`src/rtl/pc_fetch_ctrl_pkg.sv`:
```
// Shared fetch definitions: FSM state encoding, NOP word and default reset PC.
package pc_fetch_ctrl_pkg;

  typedef enum logic [1:0] {
    ST_REQ   = 2'd0,
    ST_WAIT  = 2'd1,
    ST_VALID = 2'd2,
    ST_TRAP  = 2'd3
  } fetch_state_t;

  localparam logic [31:0] NOP_INSTR    = 32'h0000_0013;
  localparam logic [31:0] DEF_RESET_PC = 32'h0000_0000;

  function automatic logic is_word_aligned(input logic [31:0] addr);
    return (addr[1:0] == 2'b00);
  endfunction

endpackage

```
`src/rtl/pc_fetch_ctrl_if.sv`:
```
// Instruction-memory fetch bus: valid/ready request, single-cycle response pulse with no backpressure.
interface pc_fetch_ctrl_if;

  logic        req_valid;
  logic        req_ready;
  logic [31:0] req_addr;
  logic        rsp_valid;
  logic [31:0] rsp_data;

  modport master (
    output req_valid,
    output req_addr,
    input  req_ready,
    input  rsp_valid,
    input  rsp_data
  );

  modport slave (
    input  req_valid,
    input  req_addr,
    output req_ready,
    output rsp_valid,
    output rsp_data
  );

endinterface

```
`src/rtl/pc_fetch_ctrl_fetch_timeout_ctr.sv`:
```
// Response-wait counter: o_expired flags the cycle in which the TIMEOUT_CYC-th enabled count lands.
// No latency beyond the count itself; TIMEOUT_CYC of 0 never expires.
module fetch_timeout_ctr #(
  parameter int unsigned TIMEOUT_CYC = 16
) (
  input  logic clk,
  input  logic rst,
  input  logic i_clr,
  input  logic i_en,
  output logic o_expired
);

  localparam int unsigned W = (TIMEOUT_CYC == 0) ? 1 : $clog2(TIMEOUT_CYC + 1);

  logic [W-1:0] r_cnt;

  always_ff @(posedge clk or posedge rst) begin
    if (rst) begin
      r_cnt <= '0;
    end else if (i_clr) begin
      r_cnt <= '0;
    end else if (i_en) begin
      r_cnt <= r_cnt + W'(1);
    end
  end

  generate
    if (TIMEOUT_CYC == 0) begin : g_disabled
      logic w_unused;
      assign w_unused  = &r_cnt;
      assign o_expired = 1'b0;
    end else begin : g_enabled
      // Expiry is flagged while the final count is being taken, so the FSM traps on that same edge.
      assign o_expired = i_en && (r_cnt == W'(TIMEOUT_CYC - 1));
    end
  endgenerate

endmodule

```
`src/rtl/pc_fetch_ctrl.sv`:
```
// PC owner and instruction fetcher: one outstanding fetch, min 2 cycles REQ->instr_valid.
// Request stays asserted with stable address until accepted; halt only gates new requests.
import pc_fetch_ctrl_pkg::*;

module pc_fetch_ctrl #(
  parameter logic [31:0] RESET_PC    = DEF_RESET_PC,
  parameter int unsigned TIMEOUT_CYC = 16
) (
  input  logic                  clk,
  input  logic                  rst,
  input  logic [31:0]           i_next_pc,
  input  logic                  i_instr_ack,
  input  logic                  i_halt,
  pc_fetch_ctrl_if.master       imem,
  output logic [31:0]           o_pc,
  output logic [31:0]           o_instr,
  output logic                  o_instr_valid,
  output logic                  o_misalign_trap,
  output logic                  o_bus_err
);

  fetch_state_t r_state;
  logic [31:0]  r_pc;
  logic [31:0]  r_instr;
  logic         r_instr_vld;
  logic         r_req_vld;
  logic         r_misalign;
  logic         r_bus_err;

  logic w_req_hs;
  logic w_ctr_clr;
  logic w_ctr_en;
  logic w_expired;

  assign w_req_hs  = r_req_vld && imem.req_ready;
  assign w_ctr_clr = (r_state == ST_REQ) && w_req_hs;
  assign w_ctr_en  = (r_state == ST_WAIT) && !imem.rsp_valid;

  fetch_timeout_ctr #(
    .TIMEOUT_CYC (TIMEOUT_CYC)
  ) u_timeout (
    .clk       (clk),
    .rst       (rst),
    .i_clr     (w_ctr_clr),
    .i_en      (w_ctr_en),
    .o_expired (w_expired)
  );

  always_ff @(posedge clk or posedge rst) begin
    if (rst) begin
      r_state     <= ST_REQ;
      r_pc        <= RESET_PC;
      r_instr     <= NOP_INSTR;
      r_instr_vld <= 1'b0;
      r_req_vld   <= 1'b0;
      r_misalign  <= 1'b0;
      r_bus_err   <= 1'b0;
    end else begin
      case (r_state)
        ST_REQ: begin
          if (w_req_hs) begin
            r_req_vld <= 1'b0;
            r_state   <= ST_WAIT;
          end else begin
            r_req_vld <= r_req_vld || !i_halt;
          end
        end
        ST_WAIT: begin
          if (imem.rsp_valid) begin
            r_instr     <= imem.rsp_data;
            r_instr_vld <= 1'b1;
            r_state     <= ST_VALID;
          end else if (w_expired) begin
            r_bus_err <= 1'b1;
            r_state   <= ST_TRAP;
          end
        end
        ST_VALID: begin
          if (i_instr_ack) begin
            r_instr_vld <= 1'b0;
            if (is_word_aligned(i_next_pc)) begin
              r_pc      <= i_next_pc;
              // Raise the next request on the ack edge to save a cycle per instruction.
              r_req_vld <= !i_halt;
              r_state   <= ST_REQ;
            end else begin
              r_misalign <= 1'b1;
              r_state    <= ST_TRAP;
            end
          end
        end
        default: begin
          r_req_vld   <= 1'b0;
          r_instr_vld <= 1'b0;
        end
      endcase
    end
  end

  assign imem.req_valid  = r_req_vld;
  assign imem.req_addr   = r_pc;
  assign o_pc            = r_pc;
  assign o_instr         = r_instr;
  assign o_instr_valid   = r_instr_vld;
  assign o_misalign_trap = r_misalign;
  assign o_bus_err       = r_bus_err;

endmodule

```
`src/flat_wrapper.sv`:
```
// flat-port wrapper written by rule: the top's interface ports become plain ports
module pc_fetch_ctrl_flat 
#(
  parameter logic [31:0] RESET_PC    = DEF_RESET_PC,
  parameter int unsigned TIMEOUT_CYC = 16
)
  (clk, rst, i_next_pc, i_instr_ack, i_halt, o_pc, o_instr, o_instr_valid, o_misalign_trap, o_bus_err, imem_req_valid, imem_req_addr, imem_req_ready, imem_rsp_valid, imem_rsp_data);
  pc_fetch_ctrl_if imem_i ();
  input  logic clk;
  input  logic rst;
  input  logic [31:0] i_next_pc;
  input  logic i_instr_ack;
  input  logic i_halt;
  output logic [31:0] o_pc;
  output logic [31:0] o_instr;
  output logic o_instr_valid;
  output logic o_misalign_trap;
  output logic o_bus_err;
  output wire logic [$bits(imem_i.req_valid)-1:0] imem_req_valid;
  output wire logic [$bits(imem_i.req_addr)-1:0] imem_req_addr;
  input wire logic [$bits(imem_i.req_ready)-1:0] imem_req_ready;
  input wire logic [$bits(imem_i.rsp_valid)-1:0] imem_rsp_valid;
  input wire logic [$bits(imem_i.rsp_data)-1:0] imem_rsp_data;
  assign imem_req_valid = imem_i.req_valid;
  assign imem_req_addr = imem_i.req_addr;
  assign imem_i.req_ready = imem_req_ready;
  assign imem_i.rsp_valid = imem_rsp_valid;
  assign imem_i.rsp_data = imem_rsp_data;
  pc_fetch_ctrl #(.RESET_PC(RESET_PC), .TIMEOUT_CYC(TIMEOUT_CYC)) u_core (.clk(clk), .rst(rst), .i_next_pc(i_next_pc), .i_instr_ack(i_instr_ack), .i_halt(i_halt), .imem(imem_i), .o_pc(o_pc), .o_instr(o_instr), .o_instr_valid(o_instr_valid), .o_misalign_trap(o_misalign_trap), .o_bus_err(o_bus_err));
endmodule
```
`config.mk`:
```
export PLATFORM = sky130hd
export DESIGN_NAME = pc_fetch_ctrl_flat
export DESIGN_NICKNAME = d
export VERILOG_FILES = /design/src/rtl/pc_fetch_ctrl_pkg.sv /design/src/rtl/pc_fetch_ctrl_if.sv /design/src/rtl/pc_fetch_ctrl_fetch_timeout_ctr.sv /design/src/rtl/pc_fetch_ctrl.sv /design/src/flat_wrapper.sv
export SDC_FILE = /design/constraint.sdc
export NUM_CORES = 1
export LEC_CHECK = 0
export ABC_CLOCK_PERIOD_IN_PS = 2290
export CORE_AREA = 8 8 101 103
export DETAILED_ROUTE_END_ITERATION = 10
export DIE_AREA = 0 0 109 111
export GPL_TIMING_DRIVEN = 0
export PLACE_DENSITY = 0.84
export SLEW_MARGIN = 30
export SYNTH_ARGS = -nofsm -noshare
export SYNTH_HDL_FRONTEND = slang
export SYNTH_HIERARCHICAL = 1
export SYNTH_SLANG_ARGS = --single-unit
```
`constraint.sdc`:
```
create_clock -name clk -period 2.29 [get_ports clk]
set_input_delay 0.229 -clock clk [delete_from_list [all_inputs] [get_ports clk]]
set_output_delay 0.229 -clock clk [all_outputs]
set_load 0.02 [all_outputs]
```
======== After elaboration in Yosys (flattened, before gate mapping) ========
Index checks and enable logic that the tools add are counted.
storage, ports and cells
  register bits ........................... 75
  input bits .............................. 70
  logic and storage cells ................. 54
cells by class
  add/subtract/negate cells ............... 1
  equal/unequal tests ..................... 8
  mux-type cells .......................... 15
  bitwise logic cells ..................... 4
  reductions and logical operators ........ 18
operator list
  operator                                        number
  AND reduction 3 bit                             5
  2-to-1 mux 2 bit                                5
  2-to-1 mux 5 bit                                2
  one-hot mux 1 bit (3 select lines)              2
  one-hot mux 2 bit (3 select lines)              1
  adder 5 x 1 -> 5 bit (second input constant)    1
  == test 5 x 4 -> 1 bit (second input constant)  1
  2-to-1 mux 1 bit                                5
  logical AND 1 bit                               4
  logical NOT 2 bit                               2
  != test 2 x 1 -> 1 bit (second input constant)  2
  != test 2 bit (second input constant)           2
  NOT 1 bit                                       4
  AND reduction 4 bit                             1
  != test 3 bit (second input constant)           1
  nonzero test 3 bit                              1
  == test 2 x 1 -> 1 bit (second input constant)  1
  == test 2 bit (second input constant)           1
  logical NOT 1 bit                               2
  AND reduction 2 bit                             1
  nonzero test 2 bit                              1
  logical OR 1 bit                                1

======== Longest topological paths before layout ========
  depth in word-level cells ............... 6
  gate-level depth with buffers ........... 8

======== Modules after synthesis ========
The synthesis kept the hierarchy.
modules (own cells, without submodules)
  module             instances  cells each  area each (µm²)  seq. area each (µm²)
  pc_fetch_ctrl      1          207         3049.2           1755.4
  fetch_timeout_ctr  1          25          289.0            125.1

======== Worst setup path before layout ========
OpenSTA, ideal clock, no wires.
  path type ............................... register to register
  start ................................... reg u_core.r_state[1]
  end ..................................... reg u_core.r_state[1]
  arrival ................................. 1792 ps
  slack ................................... 418 ps
  stages on the path, launching flop included .. 9
  buffers on the path ..................... 1
  cell sequence ........................... dfrtp_1 inv_1 ha_1 nor2b_1 buf_6 and2_1 nor3b_1 a2111oi_4 mux2i_1
on the way
  longest elaborated chain between the ends .. 5
  elaborated cells on any way between the ends .. 11
ends and longest elaborated chain
  element                        RTL line                               source
  from (decl)                    pc_fetch_ctrl.sv:22                    fetch_state_t r_state;
  from (signal assigned)         pc_fetch_ctrl.sv:51                    r_state <= ST_REQ;
  from (signal assigned)         pc_fetch_ctrl.sv:63                    r_state <= ST_WAIT;
  from (signal assigned)         pc_fetch_ctrl.sv:72                    r_state <= ST_VALID;
  == test 2 x 1 -> 1 bit         pc_fetch_ctrl.sv:37                    assign w_ctr_en = (r_state == ST_WAIT) && !imem.rsp_valid;
  logical AND 1 bit              pc_fetch_ctrl.sv:37
  net u_core.w_ctr_en            pc_fetch_ctrl.sv:32                    logic w_ctr_en;
  logical AND 1 bit              pc_fetch_ctrl_fetch_timeout_ctr.sv:34  assign o_expired = i_en && (r_cnt == W'(TIMEOUT_CYC - 1));
  net u_core.w_expired           pc_fetch_ctrl.sv:33                    logic w_expired;
  != test 3 bit (no line)        -
  AND reduction 4 bit (no line)  -
The timed path passes the listed nets, and every way through them passes these cells.
A chain may end at the register's enable or synchronous reset.

======== Final worst setup path ========
Ends and elaborated chain as after synthesis.

==> flow_metrics.env <==
export IMPL_status="completed"
export IMPL_yosysUniqueCellTypes=36
export IMPL_overflow=0
export IMPL_path_cells="inv_1 > ha_1 > nor2b_2 > buf_6 > and2_1 > nor3b_1 > a2111oi_4 > mux2i_1"
export IMPL_max_cap_violations=0
export IMPL_start_kind="flip-flop"
export IMPL_place_gp_congestion=0.7820
export IMPL_coreArea_um2=8551
export IMPL_critPathBufInv=2
export IMPL_cts_tree="yes"
export IMPL_grt_antenna_before_repair=0
export IMPL_cp_arrival_ps=2350
export IMPL_powerDensity_nw_per_um2=1386
export IMPL_cp_slowest_stage_delay_ps=430
export IMPL_firstDrtPassIters=4
export IMPL_period_share=0.9144
export IMPL_cts_root_buf="clkbuf_8"
export IMPL_dp_cells=510
export IMPL_fin_nets=491
export IMPL_initial_utilization=0.3904
export IMPL_path_delay_family="simple AND/OR/NAND/NOR gates"
export IMPL_synth_edff_count=0
export IMPL_ant_nets=0
export IMPL_antenna_cells=0
export IMPL_rsz0062_at_grt="no"
export IMPL_hold_class="input port to async pin"
export IMPL_clkSlewWorstSetupHoldPaths_ps=80
export IMPL_routed_wl_um=9038
export IMPL_drc_errors=0
export IMPL_cp_required_ps=2550
export IMPL_die_w_um=109
export IMPL_insertion_delay_ps=330
export IMPL_cts_setup_buffers=0
export IMPL_synth_nets=310
export IMPL_slew_headroom=0.6164
export IMPL_grt_pass1_vias=2659
export IMPL_synth_area_leaders="dfrtp_1 (54%), mux2_2 (20%), buf_4 (7.2%)"
export IMPL_design_power_total_w=0.007461
export IMPL_cp_end_kind="flip-flop"
export IMPL_synth_top_cells_by_count="dfrtp_1 (72), mux2_2 (60), buf_4 (32), ha_1 (8)"
export IMPL_grtUsageTotal=0.1453
export IMPL_cts_max_path_buffers=2
export IMPL_maxClockFrequency_ghz=0.4776
export IMPL_fin_skew_ps=5.595
export IMPL_finalHoldViolations=0
export IMPL_slew_viol_final=0
export IMPL_synth_seq_area_share=0.5633
export IMPL_async_flop_share=1.000
export IMPL_layout_cells_non_filler=526
export IMPL_cts_sinks=75
export IMPL_io_pins=170
export IMPL_area_growth_pct=61.24
export IMPL_netlist_area_um2=3338
export IMPL_slowest_stage="dfrtp_1"
export IMPL_postPlaceCellArea_um2=5187
export IMPL_dp_slack_ps=169.7
export IMPL_numCtsBuffers=9
export IMPL_grt_max_degree=44
export IMPL_wire_per_inst_um=17.18
export IMPL_ys_ff_latch=75
export IMPL_viasPerCell=4.686
export IMPL_die_y_um=111
export IMPL_fin_crit_ps=2094
export IMPL_initialDrtViolationCount=62
export IMPL_leakage_nw=2.359
export IMPL_worst_slew_pin_slew_ps=574.3
export IMPL_htreeDepth=3
export IMPL_grt_first_pass_wirelength_um=13800
export IMPL_worst_path_max_fanout=8
export IMPL_synth_cells=232
export IMPL_synth_top_area_frac=0.5397
export IMPL_worstSetupPathType="flip-flop to flip-flop"
export IMPL_vias=2465
export IMPL_die_area_um2=12100
export IMPL_yosysMostFrequentCell="dfrtp_1"
export IMPL_fin_area_um2=5383
export IMPL_setup_viol=0
export IMPL_fin_ws_ps=196.0
export IMPL_syn_mean_instance_area_um2=14.39
export IMPL_yosysWarnings=6
export IMPL_ys_flop_type="dfrtp_1"
export IMPL_rows=34
export IMPL_peakVddDrop_uv=614.0
export IMPL_drive_gt1_frac=0.3014
export IMPL_yosys_area_top_type="dfrtp_1"
export IMPL_io_buffers=169
export IMPL_dp_hpwl_um=7243
## final timing paths
kind / from / end / slack, ps / cells after the start
min in group clk: i_halt / u_core/imem.req_valid / 450 / 2
worst min-delay path: rst / u_core/u_timeout/r_cnt[0] / 190 / 2
max in group asynchronous: rst / u_core/o_instr[1] / 1420 / 3
worst max-delay path: u_core/r_state[1] / u_core/r_state[1] / 200 / 8
worst min register to register: u_core/o_bus_err / u_core/o_bus_err / 470 / 1
worst max register to register: u_core/r_state[1] / u_core/r_state[1] / 200 / 8
## where the power goes
group          total [W]  internal, W  switching [W]  leakage, nW
clock network    0.00100     0.000506       0.000498       0.0966
logic            0.00413      0.00229        0.00184         1.34
registers        0.00232      0.00194       0.000387        0.922
total            0.00746      0.00473        0.00273         2.36
## through the flow
step                TNS [ps]  hold WS, ps  utilization
floorplan                  0        7.521            -
global placement      -62740        446.1       0.6040
detailed placement         0        462.0       0.6067
CTS                        0        169.3       0.6292
global route               0        183.1       0.6295
finish                     0        187.5       0.6295
## metal layers
layer,vias to the layer above,GRT usage,share of wire
li1,1135,-,-
met1,1232,0.1427,0.35
met2,94,0.2736,0.55
met3,4,0.05465,0.099
met4,0,0.03470,0.0056
met5,-,0,0
## flip-flops by register name, indices dropped and copies added, names as in the netlist
name and flops:
u_core/u_timeout/r_cnt 5, u_core/imem.req_addr 32, u_core/o_instr 32, u_core/o_misalign_trap 1
u_core/imem.req_valid 1, u_core/o_instr_valid 1, u_core/o_bus_err 1, u_core/r_state 2
## kinds of logic after synthesis
| group | share of synthesized area |
|---|---|
| adders and majority gates | 0.02999 |
| xor gates and xnor gates | 0.002624 |
| buffers and inverters | 0.09558 |
| and+or+nand+nor | 0.04836 |
| AOI/OAI and AO/OA | 0.04048 |
| DFF | 0.5633 |
| muxes | 0.2196 |
## what timing repair did
action	4_1_cts	5_1_grt
hold buffers	0	0
gates resized for setup	0	1
endpoints found under the setup margin	0	1
hold endpoints to repair	0	0
## layout make-up
class	instances	area (um2)
plain buffers	39	300.3
clock buffers	10	127.6
repair buffers	170	1712
well taps	108	135.1
flip-flops and latches	75	1881
multi-input cells	113	1141
fillers	691	3168
clock inverters	6	65.06
inverters	5	21.27
## cells in the final DEF, fill, tap and decap left out, drive strengths merged, types with 2 or more instances in the layout
cell and instances:
mux2i 2, clkbuf 10, nor3b 3, nor2 5, o21ai 3, and3 2
nor2b 5, inv 6, ha 8, buf 40, clkdlybuf4s50 169, dfrtp 72
a211oi 2, mux2 63, clkinv 3, dfstp 3, nand2 3
No activity file was read; power rests on OpenSTA's default activity.
